`config.mk`:
```
export PLATFORM = sky130hd
export DESIGN_NAME = pipeline_handshake_ctrl
export DESIGN_NICKNAME = d
export VERILOG_FILES = /design/src/rtl/pipeline_handshake_ctrl_pkg.sv /design/src/rtl/pipeline_handshake_fifo.sv /design/src/rtl/pipeline_handshake_ctrl.sv
export SDC_FILE = /design/constraint.sdc
export NUM_CORES = 1
export LEC_CHECK = 0
export ABC_CLOCK_PERIOD_IN_PS = 6700
export CORE_MARGIN = 1
export CORE_UTILIZATION = 25
export CTS_CLUSTER_DIAMETER = 80
export CTS_CLUSTER_SIZE = 14
export DETAILED_ROUTE_END_ITERATION = 8
export PLACE_DENSITY = 0.48
export SLEW_MARGIN = 5
export SYNTH_ARGS = -nofsm -noshare
export SYNTH_HDL_FRONTEND = slang
export SYNTH_HIERARCHICAL = 1
export SYNTH_SLANG_ARGS = --single-unit
```
`constraint.sdc`:
```
create_clock -name clk -period 6.7 [get_ports clk]
set_clock_uncertainty 0.1 [all_clocks]
set_input_delay 2.01 -clock clk [delete_from_list [all_inputs] [get_ports clk]]
set_output_delay 2.01 -clock clk [all_outputs]
set_load 0.05 [all_outputs]
```
`src/rtl/pipeline_handshake_ctrl_pkg.sv`:
```
// Shared constants and helpers for the pipeline handshake controller.
`timescale 1ns/1ps
package pipeline_handshake_ctrl_pkg;

  localparam int STAT_WIDTH = 32;

  function automatic int occ_width(input int depth);
    return $clog2(depth + 1);
  endfunction

endpackage

```
`src/rtl/pipeline_handshake_fifo.sv`:
```
// Synchronous FIFO capturing datapath results; head is read straight from the
// storage flops, so a write into an empty FIFO shows up one cycle later.
`timescale 1ns/1ps
module pipeline_handshake_fifo
  import pipeline_handshake_ctrl_pkg::*;
#(
  parameter int WIDTH = 32,
  parameter int DEPTH = 4
) (
  input  logic                          clk,
  input  logic                          rst,
  input  logic                          wr_en,
  input  logic [WIDTH-1:0]              wr_data,
  input  logic                          rd_en,
  output logic [WIDTH-1:0]              rd_data,
  output logic [occ_width(DEPTH)-1:0]   count
);

  localparam int CW = occ_width(DEPTH);
  localparam int PW = (DEPTH > 1) ? $clog2(DEPTH) : 1;

  logic [WIDTH-1:0] mem [DEPTH];
  logic [PW-1:0]    wr_ptr;
  logic [PW-1:0]    rd_ptr;
  logic             do_rd;

  assign do_rd   = rd_en && (count != '0);
  assign rd_data = mem[rd_ptr];

  always_ff @(posedge clk) begin
    if (rst) begin
      wr_ptr <= '0;
      rd_ptr <= '0;
      count  <= '0;
    end else begin
      if (wr_en)
        wr_ptr <= (wr_ptr == PW'(DEPTH - 1)) ? '0 : wr_ptr + 1'b1;
      if (do_rd)
        rd_ptr <= (rd_ptr == PW'(DEPTH - 1)) ? '0 : rd_ptr + 1'b1;
      count <= count + CW'(wr_en) - CW'(do_rd);
    end
  end

  // Payload storage needs no reset; validity is tracked by count.
  always_ff @(posedge clk) begin
    if (wr_en)
      mem[wr_ptr] <= wr_data;
  end

endmodule

```
`src/rtl/pipeline_handshake_ctrl.sv`:
```
// Ready/valid wrapper around a fixed-latency, non-stallable datapath.
// Optional counters enabled by PIPELINE_HANDSHAKE_CTRL_STATS_EN.
`timescale 1ns/1ps
module pipeline_handshake_ctrl
  import pipeline_handshake_ctrl_pkg::*;
#(
  parameter int WIDTH   = 32,
  parameter int LATENCY = 2
) (
  input  logic                  clk,
  input  logic                  rst,
  input  logic                  in_valid,
  output logic                  in_ready,
  input  logic [WIDTH-1:0]      in_data,
  output logic [WIDTH-1:0]      dp_in,
  input  logic [WIDTH-1:0]      dp_out,
  output logic                  out_valid,
  input  logic                  out_ready,
  output logic [WIDTH-1:0]      out_data,
  output logic                  busy
`ifdef PIPELINE_HANDSHAKE_CTRL_STATS_EN
  ,
  output logic [STAT_WIDTH-1:0] stat_accepts,
  output logic [STAT_WIDTH-1:0] stat_stalls
`endif
);

  localparam int DEPTH = LATENCY + 2;
  localparam int OW    = occ_width(DEPTH);

  logic [OW-1:0]      occ;
  logic [OW-1:0]      fifo_count;
  logic [LATENCY-1:0] vld_sr;
  logic               accept;
  logic               pop;

  // Occupancy reserves a FIFO slot at accept time, so the datapath can never
  // deliver a result the FIFO has no room for.
  assign in_ready  = !rst && (occ < OW'(DEPTH));
  assign accept    = in_valid && in_ready;
  assign out_valid = (fifo_count != '0);
  assign pop       = out_valid && out_ready;
  assign busy      = (occ != '0);
  assign dp_in     = in_data;

  always_ff @(posedge clk) begin
    if (rst) begin
      vld_sr <= '0;
      occ    <= '0;
    end else begin
      vld_sr <= (vld_sr << 1) | LATENCY'(accept);
      occ    <= occ + OW'(accept) - OW'(pop);
    end
  end

  pipeline_handshake_fifo #(
    .WIDTH (WIDTH),
    .DEPTH (DEPTH)
  ) u_fifo (
    .clk     (clk),
    .rst     (rst),
    .wr_en   (vld_sr[LATENCY-1]),
    .wr_data (dp_out),
    .rd_en   (pop),
    .rd_data (out_data),
    .count   (fifo_count)
  );

`ifdef PIPELINE_HANDSHAKE_CTRL_STATS_EN
  always_ff @(posedge clk) begin
    if (rst) begin
      stat_accepts <= '0;
      stat_stalls  <= '0;
    end else begin
      if (accept)
        stat_accepts <= stat_accepts + STAT_WIDTH'(1);
      if (out_valid && !out_ready)
        stat_stalls <= stat_stalls + STAT_WIDTH'(1);
    end
  end
`endif

endmodule
```
==> metrics.txt, run 1 <==
Final ANT Viol Nets=0; Std-Cell Rows=54; violated checks=DRC; Clock Tree Buf Depth=2; commonest cells in the netlist=edfxtp_1, buf_4, mux4_2, dfxtp_1, ha_1; Yosys top cell by area=edfxtp_1; fin nets=393; Mapped Avg Cell Area=21.2 um2; Die H=152 um; CP delay by family, top=buffers and inverters; Routed WL per cell=16.6 um; Crit path top cell by count=clkdlybuf4s50_1; worst reg2reg endpoint=occ[2]$_SDFF_PP0_; core region area=0.0220 mm2; grt ovf=0; startpoint types=primary input; crit-path cells=clkdlybuf4s50_1, nor2_1, clkdlybuf4s50_1; full die area=0.0231 mm2; initial antenna violation count=0; post-CTS sizing=0; sequential area share after synthesis=between 70 and 80%; CP required=4590 ps; Synth area leaders=edfxtp_1, mux4_2, dfxtp_1; Critical Path AT=roughly 3800 ps; worst reg-to-reg setup slack=between 4000 and 5000 ps; Worst Tran Pin Value=982 ps; # setup viols final=0; post-synthesis cell area=0.00562 mm2; antenna cells=0; IO Count=135; Stages on worst setup path=3; largest fanout on the critical path=14; Fillers=2083; port bufs=70; CP bufs+invs=2; drt pass-1 iters=6; Syn Nets=343; GRT Total Usage=9.45%; YS warnings=6; max-slew violations=0; first-pass GRT wire length=15600 um; top-count cell post-synth=edfxtp_1; Vias=2460; layout cells sized above 1=22.6%; Cell variety after synth=28; Fin. Hold Viols=0; # hold bufs at CTS=0; Avg Vias per Cell=4.05; CTS Root Cell=clkbuf_16; design area=between 0.006 and 0.007 mm2; die width=152 um; clock tree sinks=142; Total Neg Setup Slack=0 ps; GP Congestion=around 0.63; dpl cell area=0.00635 mm2; Post-Synthesis Cells=~270; Synth top area share=between 60% and 70%; Static Leak=0.00222 uW; Initial Util=25.6%; predominant post-synthesis flop cell=edfxtp_1; postcts setup bufs=0; Final Critical Period=5870 ps; Layout area overhead=24.0%; largest net degree at the start of global routing=33; r2r startpoint=u_fifo/count[1]$_SDFF_PP0_; crit path launch=rst; HPWL Detailed=around 5900 um; critical path endpoint=in_ready; fin crit share=87.6%; max_slew headroom=between 30% and 40%; critical path class=primary input to output pin; H-tree Lvls=4; status=finished, violations left; Synth Register Bits=142; number of synthesized flops with an enable pin=128; CTS tree=yes; RSZ-0062 raised after global routing=no; slowest cell delay on critical path=approximately 840 ps; DRC viols=9; TritonCTS Buffers=17; Peak VDD IR=125 uV; Clock Latency Late Sink=420 ps; Max Cap Viol=0; Synth async-reset ratio=0%; total wire length=10100 um; Reg clk slew, reported paths=about 70 ps; CP Capture Type=output pin; First DRT Iteration DRCs=79; PwrDens=318 mW/mm2; fmax=0.170 GHz; Worst path slowest cell=clkdlybuf4s50_1; HP Class=register to register; cells on worst reg2reg path=9; vias in the first global route=2778
[kinds of logic (layout without fill, tap and decap cells)]
group / after synthesis / count (layout) / share of synthesized area (%)
multiplexers: 38 / 38 / 14.1
flip-flops: 142 / 142 / 73.4
AO/OA/AOI/OAI: 3 / 3 / 0.379
AND/OR/NAND/NOR: 25 / 25 / 2.61
adder cells (fa/ha/maj): 10 / 10 / 2.50
XOR/XNOR: 2 / 2 / 0.802
buffers and inverters: 45 / 108 / 6.22
[final cells by class]
cell class | count | area [um2] | area share, %
clock inverter | 15 | 185 | 2.66
inverter | 5 | 18.8 | 0.270
multi-input combinational | 78 | 1150 | 16.5
timing repair buffer | 71 | 708 | 10.2
sequential | 142 | 4130 | 59.3
tap | 280 | 350 | 5.03
clock buffer | 17 | 425 | 6.11
[cells in the final DEF, fill, tap and decap left out]
| cell | count |
|---|---|
| clkbuf_16 | 17 |
| buf_4 | 1 |
| fa_1 | 2 |
| mux4_1 | 2 |
| edfxtp_1 | 128 |
| o31ai_1 | 1 |
| and2_2 | 4 |
| clkinvlp_4 | 1 |
| or3_4 | 1 |
| mux2_2 | 2 |
| a21oi_1 | 1 |
| and2_1 | 1 |
| mux4_2 | 30 |
| clkinv_4 | 4 |
| clkinv_2 | 1 |
| clkinv_1 | 1 |
| nor3_1 | 1 |
| ha_1 | 8 |
| inv_1 | 5 |
| or3_2 | 1 |
| mux2i_1 | 4 |
| nor2_1 | 7 |
| bufinv_16 | 3 |
| o31a_1 | 1 |
| clkdlybuf4s50_1 | 70 |
| nand2_1 | 1 |
| nor2b_1 | 4 |
| or3b_2 | 1 |
| and2_4 | 1 |
| dfxtp_2 | 2 |
| nand2b_1 | 3 |
| xnor3_1 | 2 |
| dfxtp_1 | 12 |
| inv_6 | 5 |
[worst min-delay path by stage]
stage,cells after the start,slack (ps),end,from
after floorplan,1,310,vld_sr[1]$_SDFF_PP0_,vld_sr[0]$_SDFF_PP0_
after global placement,1,330,vld_sr[1]$_SDFF_PP0_,vld_sr[0]$_SDFF_PP0_
after detailed placement,1,330,vld_sr[1]$_SDFF_PP0_,vld_sr[0]$_SDFF_PP0_
after CTS,1,350,vld_sr[1]$_SDFF_PP0_,vld_sr[0]$_SDFF_PP0_
after global routing,1,380,vld_sr[1]$_SDFF_PP0_,vld_sr[0]$_SDFF_PP0_
final,1,340,vld_sr[1]$_SDFF_PP0_,vld_sr[0]$_SDFF_PP0_
[sequential cells by signal, indices dropped and copies added (netlist names), named ones only]
name,flops
u_fifo/mem,128
occ,3
u_fifo/count,3
u_fifo/rd_ptr,2
u_fifo/wr_ptr,2
vld_sr,2
[through the flow]
| step | setup WS, ps | hold slack [ps] | power [uW] | std cells | utilization, % |
|---|---|---|---|---|---|
| detailed placement | 793 | 328 | 1270 | 576 | 28.9 |
| CTS | 793 | 346 | 2250 | 608 | 31.7 |
| finish | 834 | 341 | 2220 | 608 | 31.7 |
| floorplan | 1890 | 314 | 1240 | 265 | - |
| global route | 707 | 379 | 2300 | 608 | 31.7 |
| global placement | 844 | 330 | 1270 | 576 | 28.9 |
[routing by layer]
metal / track usage, % / vias up / share of wire (%)
met5: 0 / - / 0
met2: 16.1 / 68 / 52
met1: 10.2 / 1256 / 41
met3: 3.94 / 17 / 5.8
met4: 4.28 / 0 / 1.1
li1: - / 1119 / -
[power by group]
group / switching (uW) / total, uW / internal [uW] / leakage [uW]
clock network: 374 / 966 / 592 / 0.000297
registers: 18.6 / 1010 / 989 / 0.00127
logic: 131 / 241 / 110 / 0.000652
(Power assumes the default switching activity.)
==> inputs of run 2 (changes only) <==
--- a/config.mk
+++ b/config.mk
@@ -11,7 +11,9 @@
 export CTS_CLUSTER_DIAMETER = 80
 export CTS_CLUSTER_SIZE = 14
 export DETAILED_ROUTE_END_ITERATION = 8
+export GPL_TIMING_DRIVEN = 1
 export PLACE_DENSITY = 0.48
+export RECOVER_POWER = 100
 export SLEW_MARGIN = 5
 export SYNTH_ARGS = -nofsm -noshare
 export SYNTH_HDL_FRONTEND = slang
==> run 2 against run 1 <==
The run ends with DRC, capacitance limit, slew limit left; sequential power hardly changed; flip-flop and latch count is the same; non-clock buffer count unchanged; die area unchanged; via count is 0.41% higher; global-route usage is the same; register-to-register slack worse by 850 ps; first-iteration DRC count fell by 16%; critical path type unchanged.
==> metrics.txt, run 2 (synthesis gave the netlist of run 1 again) <==
CTS tree=yes; fin nets=~390; max reg flops=around 130; IO Count=135; grt ovf=0; max_slew headroom=-80.2%; HP Class=register to register; Clock Tree Buf Depth=2; Largest regs=u_fifo/mem (128), occ (3), u_fifo/count (3); PwrDens=316 mW/mm2; Vias=around 2500; Avg Vias per Cell=4.05; Std-Cell Rows=54; first-pass GRT wire length=between 15000 and 20000 um; clock tree sinks=142; H-tree Lvls=4; Layout area overhead=23.9%; CP bufs+invs=2; Total Neg Setup Slack=0 ps; Peak VDD IR=125 uV; FF/Latch Area=0.00413 mm2; CP Capture Type=output pin; port bufs=70; GRT Total Usage=9.45%; Fin. Hold Viols=0; Reg clk slew, reported paths=70 ps; Final ANT Viol Nets=0; # hold bufs at CTS=0; Cell Int Power=1680 uW; Crit path top cell by count=dlygate4sd3_1; violated checks=DRC, capacitance limit, slew limit; startpoint types=primary input; most frequent cells in the layout=edfxtp_1, dlygate4sd3_1, mux4_2; Static Leak=0.00223 uW; # setup viols final=0; Max Cap Viol=5; fmax=around 0.17 GHz; die width=152 um; full die area=0.0231 mm2; Clock Latency Late Sink=~420 ps; vias in the first global route=~2800; largest net degree at the start of global routing=33; commonest non-fill, non-tap cell in the layout=edfxtp_1; max-slew violations=157; TritonCTS Buffers=17; critical path class=primary input to output pin; Fillers=2087; post-CTS sizing=0; DRC viols=16; area of the multi-input gates=around 0.0011 mm2; layout cells sized above 1=20.7%; status=finished, violations left; crit-path cells=dlygate4sd3_1, nor2_1, dlygate4sd3_1; slowest cell delay on critical path=~900 ps; GP Congestion=0.628; Initial Util=25.6%; largest fanout on the critical path=14; Critical Path AT=3850 ps; Final Critical Period=5960 ps; CTS Root Cell=clkbuf_16; First DRT Iteration DRCs=66; Seq pwr share=45.8%; Logic pwr share=10.3%; Worst Tran Pin Value=2700 ps; Worst path slowest cell=dlygate4sd3_1; CP delay by family, top=buffers and inverters; Switching Share=23.7%; Clock power frac=~44%; core region area=0.0220 mm2; total wire length=10100 um; CP required=~4600 ps; HPWL Detailed=between 5000 and 6000 um; postcts setup bufs=0; dpl cell area=0.00635 mm2; final core occ=31.7%; drt pass-1 iters=6; fin crit share=88.9%; Net Switching=522 uW; Biggest register=u_fifo/mem; Die H=between 150 and 200 um; design area=around 0.007 mm2; Routed WL per cell=about 17 um; initial antenna violation count=2; RSZ-0062 raised after global routing=no
run 2: cell types whose count changed in the layout (fill, tap and decap cells not counted), sizes merged:
cell,previous run,this run
dlygate4sd3,0,67
clkbuf,17,18
clkdlybuf4s50,70,3
buf,1,0
diode,0,2
run 2: stage by stage:
stage	hold WS, ps	std cells	power, uW	worst slack, ps
after CTS	346	608	2250	793
final	341	610	2200	744
after detailed placement	328	576	1270	793
after global routing	379	609	2280	425
after global placement	330	576	1270	844
after floorplan	314	265	1240	1890
run 2: power groups by stage:
| stage | clock (uW) | sequential (uW) | combinational [uW] |
|---|---|---|---|
| floorplan | 0 | 1020 | 223 |
| global route | 1030 | 1010 | 242 |
| detailed placement | 0 | 1030 | 245 |
| global placement | 0 | 1030 | 242 |
| CTS | 998 | 1010 | 246 |
| finish | 965 | 1010 | 227 |
run 2: worst paths after layout:
kind,start,end,slack (ps),depth (start not counted)
worst min register to register,vld_sr[0]$_SDFF_PP0_,vld_sr[1]$_SDFF_PP0_,340,1
worst max-delay path,rst,in_ready,740,3
worst min-delay path,vld_sr[0]$_SDFF_PP0_,vld_sr[1]$_SDFF_PP0_,340,1
worst max register to register,u_fifo/wr_ptr[0]$_SDFFE_PP0P_,u_fifo/mem[0][24]$_DFFE_PP_,3570,3
run 2: metal layers:
metal / vias up / global-route usage [%] / share of wire [%]
met4: 0 / 4.28 / 1.3
met5: - / 0 / 0
met3: 20 / 3.94 / 5.9
met1: 1255 / 10.2 / 41
met2: 72 / 16.1 / 52
li1: 1123 / - / -
run 2: area by class of cell:
| cell class | instances | area share, % |
|---|---|---|
| clock buffer | 17 | 6.12 |
| inverter | 5 | 0.270 |
| antenna | 2 | 0.0719 |
| sequential | 142 | 59.3 |
| clock inverter | 15 | 2.66 |
| timing repair buffer | 71 | 10.1 |
| tap | 280 | 5.04 |
| multi-input combinational | 78 | 16.4 |
run 2: worst reg2reg max path, cell delays in order (launching register included):
cell	delay, ps
dfxtp_1	360
inv_1	100
ha_1	140
and2_0	1960
==> inputs of run 3 (changes only) <==
--- a/config.mk
+++ b/config.mk
@@ -7,14 +7,13 @@
 export LEC_CHECK = 0
 export ABC_CLOCK_PERIOD_IN_PS = 6700
 export CORE_MARGIN = 1
-export CORE_UTILIZATION = 25
+export CORE_UTILIZATION = 53
 export CTS_CLUSTER_DIAMETER = 80
 export CTS_CLUSTER_SIZE = 14
 export DETAILED_ROUTE_END_ITERATION = 8
 export GPL_TIMING_DRIVEN = 1
-export PLACE_DENSITY = 0.48
+export PLACE_DENSITY = 0.87
 export RECOVER_POWER = 100
-export SLEW_MARGIN = 5
 export SYNTH_ARGS = -nofsm -noshare
 export SYNTH_HDL_FRONTEND = slang
 export SYNTH_HIERARCHICAL = 1
==> run 3 against run 2 <==
The run ends with capacitance limit, slew limit left; sequential power barely moved; non-clock buffer count did not move; register-to-register slack better by 160 ps; via count up 2.6%; core utilization is 34 points higher; global-route usage is 8.4 points higher; routed wire length fell by 10%; clock power shrank 9.5%; die area fell by 52%.
==> metrics.txt, run 3 (synthesis gave the netlist of run 1 again) <==
status=finished, violations left; violated checks=capacitance limit, slew limit; Non-Filler Instances=around 470; fin crit share=88.9%; Die H=105 um; HPWL Detailed=5210 um; placed cells=432; Reg clk slew, reported paths=around 60 ps; core region area=0.0103 mm2; Final Critical Period=5960 ps; Final ANT Viol Nets=0; Net Switching=495 uW; startpoint types=primary input; full die area=0.0110 mm2; Seq pwr share=a little under half; max_slew headroom=-66.9%; HP Class=register to register; Worst Tran Pin Value=2500 ps; die width=~100 um; Initial Util=between 50% and 60%; fmax=0.168 GHz; clock tree sinks=142; Static Leak=0.00220 uW; CP required=between 4000 and 5000 ps; PwrDens=314 mW/mm2; largest fanout on the critical path=14; pre-CTS setup slack=824 ps; Switching Share=a little under a quarter; Routed WL per cell=19.5 um; Peak VDD IR=211 uV; commonest non-fill, non-tap cell in the layout=edfxtp_1; Biggest register=u_fifo/mem; fin nets=slightly below 400; Cell Int Power=approximately 1600 uW; GRT Total Usage=17.9%; DRC viols=0; CTS Root Cell=clkbuf_8; Max Cap Viol=5; postcts setup bufs=0; vias in the first global route=~2700; Layout area overhead=19.8%; FF/Latch Area=0.00413 mm2; CP Capture Type=output pin; Largest regs=u_fifo/mem (128), occ (3), u_fifo/count (3); Clock Latency Late Sink=510 ps; Total Neg Setup Slack=0 ps; largest net degree at the start of global routing=33; TritonCTS Buffers=17; grt ovf=0; most frequent cells in the layout=edfxtp_1, dlygate4sd3_1, mux4_2; Fin. Hold Viols=0; Vias=2534; RSZ-0062 raised after global routing=no; GP Congestion=0.680; layout cells sized above 1=about a fifth; max-slew violations=165; # setup viols final=0; Std-Cell Rows=37; post-CTS sizing=0; IO Count=135; First DRT Iteration DRCs=135; critical path class=primary input to output pin; Avg Vias per Cell=5.45; total wire length=9050 um; CTS tree=yes; port bufs=70; worst reg-to-reg setup slack=between 3000 and 4000 ps; # hold bufs at CTS=0; max reg flops=between 100 and 150; Clock Tree Buf Depth=2; Critical Path AT=3850 ps; Final WS setup=about 740 ps; Fillers=686; Logic pwr share=11.0%; drt pass-1 iters=4; first-pass GRT wire length=14000 um; H-tree Lvls=4; initial antenna violation count=1; Clock power frac=a little over 40%; area of the multi-input gates=0.00114 mm2
## run 3: area by class of cell
cell class | instances | share of cell area [%]
sequential | 142 | 61.3
multi-input combinational | 78 | 17.0
timing repair buffer | 71 | 10.5
clock buffer | 18 | 6.21
tap | 136 | 2.53
clock inverter | 14 | 2.16
inverter | 5 | 0.279
antenna | 1 | 0.0372
## run 3: worst max-delay path: stages
cell and delay [ps]:
dlygate4sd3_1 720, nor2_1 220, dlygate4sd3_1 900
## run 3: final timing paths
| path | from | to | depth (start not counted) |
|---|---|---|---|
| max | rst | in_ready | 3 |
| max reg2reg | u_fifo/wr_ptr[0]$_SDFFE_PP0P_ | u_fifo/mem[3][14]$_DFFE_PP_ | 2 |
| min reg2reg | vld_sr[0]$_SDFF_PP0_ | vld_sr[1]$_SDFF_PP0_ | 1 |
| min | vld_sr[0]$_SDFF_PP0_ | vld_sr[1]$_SDFF_PP0_ | 1 |
## run 3: power groups by stage
| stage | Clock (uW) | Combinational, uW | Sequential (uW) |
|---|---|---|---|
| floorplan | 0 | 223 | 1020 |
| global placement | 0 | 241 | 1020 |
| detailed placement | 0 | 248 | 1020 |
| CTS | 889 | 250 | 1010 |
| global route | 929 | 245 | 1010 |
| finish | 873 | 231 | 1010 |
## run 3: through the flow
stage	hold slack, ps	utilization (%)	power (uW)	cell area (um2)
6_report	344	65.5	2110	6730
5_1_grt	357	65.5	2180	6730
4_1_cts	348	65.5	2150	6740
3_5_place_dp	333	60.1	1270	6170
3_3_place_gp	328	60.1	1260	6170
2_1_floorplan	314	-	1240	5620
## run 3: per-layer routing
metal | GRT usage (%) | part of all wire [%]
met5 | 0 | 0
met4 | 6.64 | 1.8
met3 | 7.36 | 6.9
met2 | 29.7 | 51
met1 | 20.8 | 40
